[config.mk]
export PLATFORM = sky130hd
export DESIGN_NAME = cpu7_icu
export DESIGN_NICKNAME = d
export VERILOG_FILES = /design/src/rtl/cpu7_icu_pkg.sv /design/src/rtl/cpu7_icu_linebuf.sv /design/src/rtl/cpu7_icu.sv
export SDC_FILE = /design/constraint.sdc
export NUM_CORES = 1
export LEC_CHECK = 0
export CAP_MARGIN = 20
export CORE_MARGIN = 2
export CORE_UTILIZATION = 35
export CTS_CLUSTER_SIZE = 12
export DETAILED_ROUTE_END_ITERATION = 7
export PLACE_DENSITY = 0.77
export SYNTH_ARGS = -nofsm -noshare
export SYNTH_HDL_FRONTEND = slang
export SYNTH_HIERARCHICAL = 1
export SYNTH_SLANG_ARGS = --single-unit
[constraint.sdc]
create_clock -name clock -period 1.3 [get_ports clock]
set_clock_uncertainty 0.15 [all_clocks]
set_input_delay 0.26 -clock clock [delete_from_list [all_inputs] [get_ports clock]]
set_output_delay 0.26 -clock clock [all_outputs]
set_load 0.1 [all_outputs]
[src/rtl/cpu7_icu_pkg.sv]
// Shared definitions for the cpu7 instruction-side responder: widths, alignment and FSM encoding.
// The optional line buffer is enabled with the CPU7_ICU_LINEBUF_EN macro.
package cpu7_icu_pkg;

  localparam int ICU_ADDR_W      = 32;
  localparam int ICU_DATA_W      = 64;
  localparam int ICU_ALIGN_SHIFT = 3;
  localparam int ICU_TAG_W       = ICU_ADDR_W - ICU_ALIGN_SHIFT;

  typedef enum logic [2:0] {
    ICU_ST_IDLE  = 3'd0,
    ICU_ST_MREQ  = 3'd1,
    ICU_ST_MWAIT = 3'd2,
    ICU_ST_DRAIN = 3'd3,
    ICU_ST_HIT   = 3'd4
  } icu_state_e;

  function automatic logic [ICU_ADDR_W-1:0] icu_align(input logic [ICU_ADDR_W-1:0] addr);
    return {addr[ICU_ADDR_W-1:ICU_ALIGN_SHIFT], {ICU_ALIGN_SHIFT{1'b0}}};
  endfunction

endpackage

[src/rtl/cpu7_icu_linebuf.sv]
// One-entry fetch line buffer: tag, valid bit and doubleword, with hit compare.
// Only instantiated when CPU7_ICU_LINEBUF_EN is defined.
module cpu7_icu_linebuf
  import cpu7_icu_pkg::*;
(
  input  logic                  clock,
  input  logic                  resetn,
  input  logic                  inv,
  input  logic                  fill,
  input  logic [ICU_TAG_W-1:0]  fill_tag,
  input  logic [ICU_DATA_W-1:0] fill_data,
  input  logic [ICU_TAG_W-1:0]  lookup_tag,
  output logic                  hit,
  output logic [ICU_DATA_W-1:0] hit_data
);

  logic                  valid_q;
  logic [ICU_TAG_W-1:0]  tag_q;
  logic [ICU_DATA_W-1:0] data_q;

  always_ff @(posedge clock) begin
    if (!resetn) begin
      valid_q <= 1'b0;
      tag_q   <= '0;
      data_q  <= '0;
    end else begin
      if (fill) begin
        valid_q <= 1'b1;
        tag_q   <= fill_tag;
        data_q  <= fill_data;
      end
      // Invalidate is applied last so it wins over a fill in the same cycle.
      if (inv) begin
        valid_q <= 1'b0;
      end
    end
  end

  assign hit      = valid_q && (tag_q == lookup_tag);
  assign hit_data = data_q;

endmodule

[src/rtl/cpu7_icu.sv]
// Instruction-side responder: accepts one IFU fetch at a time, reads the aligned doubleword
// from memory and returns it in ic2. Optional line buffer under CPU7_ICU_LINEBUF_EN.
module cpu7_icu
  import cpu7_icu_pkg::*;
(
  input  logic                  clock,
  input  logic                  resetn,
  input  logic                  ifu_icu_req_ic1,
  input  logic [ICU_ADDR_W-1:0] ifu_icu_addr_ic1,
  output logic                  icu_ifu_ack_ic1,
  input  logic                  ifu_icu_cancel,
  output logic [ICU_DATA_W-1:0] icu_ifu_data_ic2,
  output logic                  icu_ifu_data_valid_ic2,
  input  logic                  icu_linebuf_inv,
  output logic                  icu_mem_req,
  output logic [ICU_ADDR_W-1:0] icu_mem_addr,
  input  logic                  mem_icu_ack,
  input  logic [ICU_DATA_W-1:0] mem_icu_rdata,
  input  logic                  mem_icu_rvalid,
  output logic [2:0]            dbg_state
);

  // Handshakes: IFU req/ack completes in the cycle both are high (ack only in IDLE, never with
  // cancel); mem req/ack completes when both are high, req holds address until then; rvalid is
  // a single-cycle response per accepted read, and data_valid_ic2 is a single-cycle pulse.

  icu_state_e            state_q, state_d;
  logic                  mem_req_q;
  logic [ICU_ADDR_W-1:0] mem_addr_q;
  logic [ICU_DATA_W-1:0] data_q;
  logic                  valid_q;

  logic                  ack;
  logic                  deliver;
  logic                  hit_take;
  logic                  lb_hit;
  logic [ICU_DATA_W-1:0] lb_data;

  logic [ICU_ALIGN_SHIFT-1:0] unused_addr_lsb;
  assign unused_addr_lsb = ifu_icu_addr_ic1[ICU_ALIGN_SHIFT-1:0];

`ifdef CPU7_ICU_LINEBUF_EN
  cpu7_icu_linebuf u_linebuf (
    .clock      (clock),
    .resetn     (resetn),
    .inv        (icu_linebuf_inv),
    .fill       (deliver),
    .fill_tag   (mem_addr_q[ICU_ADDR_W-1:ICU_ALIGN_SHIFT]),
    .fill_data  (mem_icu_rdata),
    .lookup_tag (ifu_icu_addr_ic1[ICU_ADDR_W-1:ICU_ALIGN_SHIFT]),
    .hit        (lb_hit),
    .hit_data   (lb_data)
  );
`else
  logic unused_linebuf_inv;
  assign unused_linebuf_inv = icu_linebuf_inv;
  assign lb_hit             = 1'b0;
  assign lb_data            = '0;
`endif

  assign ack      = ifu_icu_req_ic1 && (state_q == ICU_ST_IDLE) && !ifu_icu_cancel && resetn;
  assign hit_take = ack && lb_hit;

  always_comb begin
    state_d = state_q;
    deliver = 1'b0;
    case (state_q)
      ICU_ST_IDLE: begin
        if (ack) begin
          state_d = lb_hit ? ICU_ST_HIT : ICU_ST_MREQ;
        end
      end
      ICU_ST_MREQ: begin
        // A cancel racing the memory accept still owes a response, so it must be drained.
        if (mem_icu_ack) begin
          state_d = ifu_icu_cancel ? ICU_ST_DRAIN : ICU_ST_MWAIT;
        end else if (ifu_icu_cancel) begin
          state_d = ICU_ST_IDLE;
        end
      end
      ICU_ST_MWAIT: begin
        if (mem_icu_rvalid) begin
          state_d = ICU_ST_IDLE;
          deliver = !ifu_icu_cancel;
        end else if (ifu_icu_cancel) begin
          state_d = ICU_ST_DRAIN;
        end
      end
      ICU_ST_DRAIN: begin
        if (mem_icu_rvalid) begin
          state_d = ICU_ST_IDLE;
        end
      end
`ifdef CPU7_ICU_LINEBUF_EN
      ICU_ST_HIT: begin
        state_d = ICU_ST_IDLE;
      end
`endif
      default: begin
        state_d = ICU_ST_IDLE;
      end
    endcase
  end

  always_ff @(posedge clock) begin
    if (!resetn) begin
      state_q    <= ICU_ST_IDLE;
      mem_req_q  <= 1'b0;
      mem_addr_q <= '0;
      data_q     <= '0;
      valid_q    <= 1'b0;
    end else begin
      state_q   <= state_d;
      mem_req_q <= (state_d == ICU_ST_MREQ);
      if (ack && !lb_hit) begin
        mem_addr_q <= icu_align(ifu_icu_addr_ic1);
      end
      // Hit data is pulsed in the cycle after the ack, so it is registered at the ack.
      valid_q <= deliver || hit_take;
      if (deliver) begin
        data_q <= mem_icu_rdata;
      end else if (hit_take) begin
        data_q <= lb_data;
      end
    end
  end

  assign icu_ifu_ack_ic1        = ack;
  assign icu_ifu_data_ic2       = data_q;
  assign icu_ifu_data_valid_ic2 = valid_q;
  assign icu_mem_req            = mem_req_q;
  assign icu_mem_addr           = mem_addr_q;
  assign dbg_state              = state_q;

endmodule
==> results of run 1 <==
## cell families after synthesis
logic type	Yosys count	synth area share, %
buffers and inverters	34	5.19
AOI/OAI and AO/OA	96	19.7
DFF	98	53.5
and+or+nand+nor	198	21.3
xor gates and xnor gates	1	0.239
other	1	0.102
## worst max-delay path, cell delays in order, from the launching register on
cell and delay (ns):
dfxtp_4 0.37, nor3_4 0.20, buf_4 0.15, and3_4 0.25, buf_8 0.15, buf_12 0.11
buf_16 0.10, nand2_1 0.07, a21boi_1 0.15
## routing by layer
layer	up-vias	track usage (%)	share of wire [%]
li1	1946	-	-
met1	1950	27.4	37
met2	178	46.4	52
met3	27	10.9	8.6
met4	0	10.2	2.8
met5	-	0	0
## state kept, by name, indices dropped and copies added, names as in the netlist
signal                  cells
dbg_state                   3
icu_ifu_data_ic2           64
icu_ifu_data_valid_ic2      1
icu_mem_addr               29
icu_mem_req                 1
## report_power, final
| part | internal [uW] | switching (uW) |
|---|---|---|
| clock | 1140 | 1060 |
| sequential | 3000 | 23.0 |
| combinational | 439 | 362 |
## Yosys cell counts (2+ instances only)
cell type  number
a21boi_0       15
nor2b_1         2
a21boi_1       78
nand2_1       186
buf_6           6
buf_4           3
buf_2           5
nor2_1          2
clkbuf_1       18
dfxtp_1        98
and2_1          2
## path summary, 6_finish.rpt
| path | cells after the start | slack [ns] | endpoint |
|---|---|---|---|
| worst min register to register | 2 | 0.33 | icu_mem_addr[13] |
| worst max-delay path | 8 | -0.46 | icu_ifu_data_ic2[37] |
| worst min-delay path | 3 | 0.17 | icu_ifu_data_ic2[6] |
| worst max register to register | 8 | -0.46 | icu_ifu_data_ic2[37] |
## placed cells by master, fill, tap and decap left out, drive strengths merged
cell and count:
xnor2 1, clkbuf 12, o21ai 1, buf 208
a21boi 93, bufinv 2, nand2b 1, clkinvlp 1
nand3 2, and2 2, nor3 1, nand2 186
a31oi 2, nand4 1, nor2 2, dfxtp 98
conb 4, and3 1, clkdlybuf4s50 97, nor2b 2
inv 3
## stage by stage
step	hold WS [ns]	setup slack (ns)	power, uW
floorplan	0.237	-0.226	3420
global placement	0.311	-0.579	3850
detailed placement	0.314	-0.671	3860
CTS	0.145	-0.451	6060
global route	0.162	-0.519	6240
finish	0.170	-0.456	6020
## layout make-up
class,instances,area (um^2)
inverter,2,7.51
clock buffer,12,145
tap,136,170
sequential,98,2110
clock inverter,4,73.8
multi-input combinational,299,1790
fill,518,1630
timing repair buffer,305,4300
## what timing repair did
action,in CTS,in global routing
pin swaps,64,4
buffers inserted,57,19
gates resized for setup,121,23
cloned,18,0
endpoints found under the setup margin,195,196
==> flow_metrics.env, run 1 <==
export IMPL_overflow=0
export IMPL_fin_crit_ns=1.76
export IMPL_viasPerCell=4.79
export IMPL_hp_class="in2reg"
export IMPL_synth_top_area_share_pct=53.5
export IMPL_fin_area_um2=8600
export IMPL_initial_utilization_pct=35.8
export IMPL_arrival_ns=1.89
export IMPL_num_antenna_cells=0
export IMPL_hold_buffers=0
export IMPL_crit_required_ns=1.44
export IMPL_place_area_um2=6910
export IMPL_cts_root_buffer="clkbuf_8"
export IMPL_drv_cap=0
export IMPL_synthCells=428
export IMPL_chipWidth_um=106
export IMPL_async_reset_ff_share_pct=0
export IMPL_violations="negative setup slack"
export IMPL_rsz0062_at_grt="true"
export IMPL_synth_area_leaders="dfxtp_1 53%, nand2_1 19%, a21boi_1 16%, a21boi_0 3.1%, clkbuf_1 1.8%"
export IMPL_max_freq_mhz=570
export IMPL_grt_start_max_net_pins=54
export IMPL_io_pins=205
export IMPL_ys_types=24
export IMPL_reg2reg_from="dbg_state[0]"
export IMPL_finalCritPeriodShare_pct=135
export IMPL_drt_initial_drc_count=160
export IMPL_wirelength_um=15000
export IMPL_ctsLongestPathBuffers=2
export IMPL_crit_type="reg2reg"
export IMPL_synth_edff_count=0
export IMPL_vdd_drop_max_mv=0.695
export IMPL_nets=818
export IMPL_area_growth_pct=135
export IMPL_ys_ff_latch=98
export IMPL_p_leak_uw=0.00333
export IMPL_gp_congestion=0.742
export IMPL_syn_area_per_cell_um2=8.57
export IMPL_clock_latency_ns=0.36
export IMPL_coreArea_um2=10200
export IMPL_hp_start="resetn"
export IMPL_grt_pass1_wl_um=22700
export IMPL_slew_violations=0
export IMPL_path_clk_slew_ns=0.09
export IMPL_ant_nets=0
export IMPL_setup_slack_ns=-0.456
export IMPL_finalSetupViolCount=189
export IMPL_track_usage_pct=26.2
export IMPL_ys_warn_count=6
export IMPL_end_kind="flop"
export IMPL_yosys_area_top_type="dfxtp_1"
export IMPL_stdcell_count=856
export IMPL_cp_startpoint="dbg_state[0]"
export IMPL_synthFlopType="dfxtp_1"
export IMPL_grt_pass1_vias=4307
export IMPL_drc=0
export IMPL_hold_viol=0
export IMPL_status="finished, violations left"
export IMPL_dieArea_um2=11300
export IMPL_cts_buffers=9
export IMPL_drtPass1Iterations=6
export IMPL_synth_area_um2=3670
export IMPL_synth_seq_area_share_pct=53.5
export IMPL_antenna_found_initial=0
export IMPL_die_y_um=106
export IMPL_fin_util_pct=84.1
export IMPL_power_density_nw_per_um2=700
export IMPL_io_buffer_count=197
export IMPL_dp_cells=747
export IMPL_cts_sinks=98
export IMPL_dp_hpwl_um=8260
export IMPL_htree_levels=3
export IMPL_cts_tree="built"
export IMPL_wl_per_cell_um=17.6
export IMPL_num_rows=37
export IMPL_dr_total_vias=4101
export IMPL_start_kind="flop"
export IMPL_layout_drive_gt1_share_pct=54.4
export IMPL_finalSetupTns_ns=-32.09
export IMPL_critPathMaxFanout=6
(Power assumes the default switching activity.)
==> run 2, diff against run 1 <==
CTS_CLUSTER_SIZE = 10   (was 12)
SKIP_LAST_GASP = 1   (was not set)
clock period = 1.6 ns   (was 1.3 ns; I/O delays follow)
==> run 2 against run 1 <==
  * The flow still finishes with violations (negative setup slack)
  * Critical endpoint is now icu_ifu_ack_ic1
  * Global-route usage decreased by 5.8 points
  * Wire length is 18% lower
  * Clock-buffer cell count grew 1
  * Critical path depth down 4
  * Sequential share of layout area rose by 1.9 points
  * Die area unchanged
  * Combinational power shrank 21%
  * Sequential power down 18%
  * Total power is 19% lower
  * Cell count fell by 8.5%
  * Hold slack better by 0.17 ns
==> flow_metrics.env, run 2 (same netlist as run 1, synthesis figures left out) <==
export IMPL_finalCritPeriodShare_pct=115
export IMPL_drt_initial_drc_count=131
export IMPL_path_clk_slew_ns=0.09
export IMPL_mostFrequentLayoutCells="184 x nand2_1, 107 x buf_12, 96 x clkdlybuf4s50_1, 95 x dfxtp_1, 83 x a21boi_1"
export IMPL_track_usage_pct=20.4
export IMPL_pre_cts_ws_ns=-0.476
export IMPL_dp_hpwl_um=8360
export IMPL_cts_tree="built"
export IMPL_io_buffer_count=197
export IMPL_multi_input_area_um2=1560
export IMPL_coreArea_um2=10200
export IMPL_combPwrFrac_pct=13.0
export IMPL_status="finished, violations left"
export IMPL_rsz0062_at_grt="true"
export IMPL_cts_sinks=98
export IMPL_nets=746
export IMPL_largest_register_ff_count=64
export IMPL_dieArea_um2=11300
export IMPL_viasPerCell=4.73
export IMPL_start_kind="flop"
export IMPL_num_antenna_cells=0
export IMPL_io_pins=205
export IMPL_ctsLongestPathBuffers=2
export IMPL_overflow=0
export IMPL_worst_pin_slew_ns=0.534
export IMPL_stdcell_count=783
export IMPL_hold_viol=0
export IMPL_drv_cap=0
export IMPL_dp_cells=746
export IMPL_area_growth_pct=103
export IMPL_p_int_uw=3770
export IMPL_drtPass1Iterations=6
export IMPL_dr_total_vias=3705
export IMPL_p_sw_share_pct=22.6
export IMPL_clock_latency_ns=0.35
export IMPL_fillers=684
export IMPL_arrival_ns=1.38
export IMPL_antenna_found_initial=0
export IMPL_timing_hold_ws_ns=0.343
export IMPL_power_density_nw_per_um2=654
export IMPL_gp_congestion=0.759
export IMPL_grt_pass1_vias=3731
export IMPL_drc=0
export IMPL_finalSetupTns_ns=-2.36
export IMPL_vdd_drop_max_mv=0.555
export IMPL_hp_class="reg2reg"
export IMPL_p_leak_uw=0.00274
export IMPL_slew_violations=0
export IMPL_fin_crit_ns=1.85
export IMPL_grt_start_max_net_pins=64
export IMPL_final_common_cell="nand2_1"
export IMPL_clock_power_share_pct=36.4
export IMPL_cts_root_buffer="clkbuf_8"
export IMPL_htree_levels=3
export IMPL_ant_nets=0
export IMPL_wl_per_cell_um=15.7
export IMPL_max_freq_mhz=541
export IMPL_crit_type="reg2out"
export IMPL_reg2reg_slack_ns=-0.06
export IMPL_layout_drive_gt1_share_pct=25.2
export IMPL_violations="negative setup slack"
export IMPL_regArea_um2=1970
export IMPL_die_y_um=106
export IMPL_grt_pass1_wl_um=18200
export IMPL_timing_max_slew_rel_slack_pct=64.4
export IMPL_wirelength_um=12300
export IMPL_initial_utilization_pct=35.8
export IMPL_num_rows=37
export IMPL_end_kind="primary output"
export IMPL_critPathMaxFanout=3
export IMPL_pwr_share_seq_pct=50.6
export IMPL_chipWidth_um=106
export IMPL_crit_required_ns=1.13
export IMPL_cts_buffers=9
export IMPL_setup_slack_ns=-0.247
export IMPL_finalSetupViolCount=82
export IMPL_p_sw_uw=1100
-- run 2: area by class of cell --
| cell class | count | area share [%] |
|---|---|---|
| multi-input combinational | 299 | 21.0 |
| sequential | 98 | 26.5 |
| timing repair buffer | 233 | 47.3 |
| clock inverter | 2 | 0.805 |
| clock buffer | 13 | 2.15 |
| inverter | 2 | 0.101 |
| tap | 136 | 2.28 |
-- run 2: power groups by stage --
stage          combinational (uW)  clock [uW]  sequential [uW]
5_1_grt                       662        1930             2470
6_report                      634        1770             2470
3_3_place_gp                  596           0             2530
2_1_floorplan                 135           0             2640
3_5_place_dp                  603           0             2530
4_1_cts                       610        1820             2470
-- run 2: critical path: stages, from the launching register on --
cell and delay (ns):
dfxtp_4 0.38, nor3_4 0.20, nand4_2 0.15, inv_2 0.13
buf_12 0.18
-- run 2: per-layer routing --
layer	vias up	global-route usage (%)	share of wire (%)
met5	-	0	0
met4	0	9.12	2.6
met3	22	7.60	9.1
met2	162	36.9	53
met1	1726	20.8	35
li1	1795	-	-
-- run 2: worst paths after layout --
check / from / endpoint / depth (start not counted)
min: icu_ifu_data_ic2[39] / icu_ifu_data_ic2[39] / 2
min reg2reg: icu_ifu_data_ic2[39] / icu_ifu_data_ic2[39] / 2
max reg2reg: dbg_state[0] / icu_ifu_data_ic2[34] / 7
max: dbg_state[0] / icu_ifu_ack_ic1 / 4
-- run 2: repair_timing --
item / in CTS / in global routing
hold buffers: 0 / 0
setup buffers: 5 / 8
pin swaps: 2 / 3
endpoints found under the setup margin: 60 / 90
cloned: 5 / 5
resized for setup: 10 / 23
endpoints found under the hold margin: 0 / 0
-- run 2: per-stage QoR --
stage / power, uW / util [%] / instance area, um^2
global placement: 3120 / 66.6 / 6810
finish: 4880 / 72.9 / 7460
global route: 5060 / 72.9 / 7460
detailed placement: 3130 / 66.6 / 6810
floorplan: 2780 / - / 3710
CTS: 4900 / 70.7 / 7230
==> run 3, diff against run 2 <==
ABC_AREA = 0   (was not set)
==> results of run 3 <==
The final DEF is identical to that of run 2; final timing and power are the same.
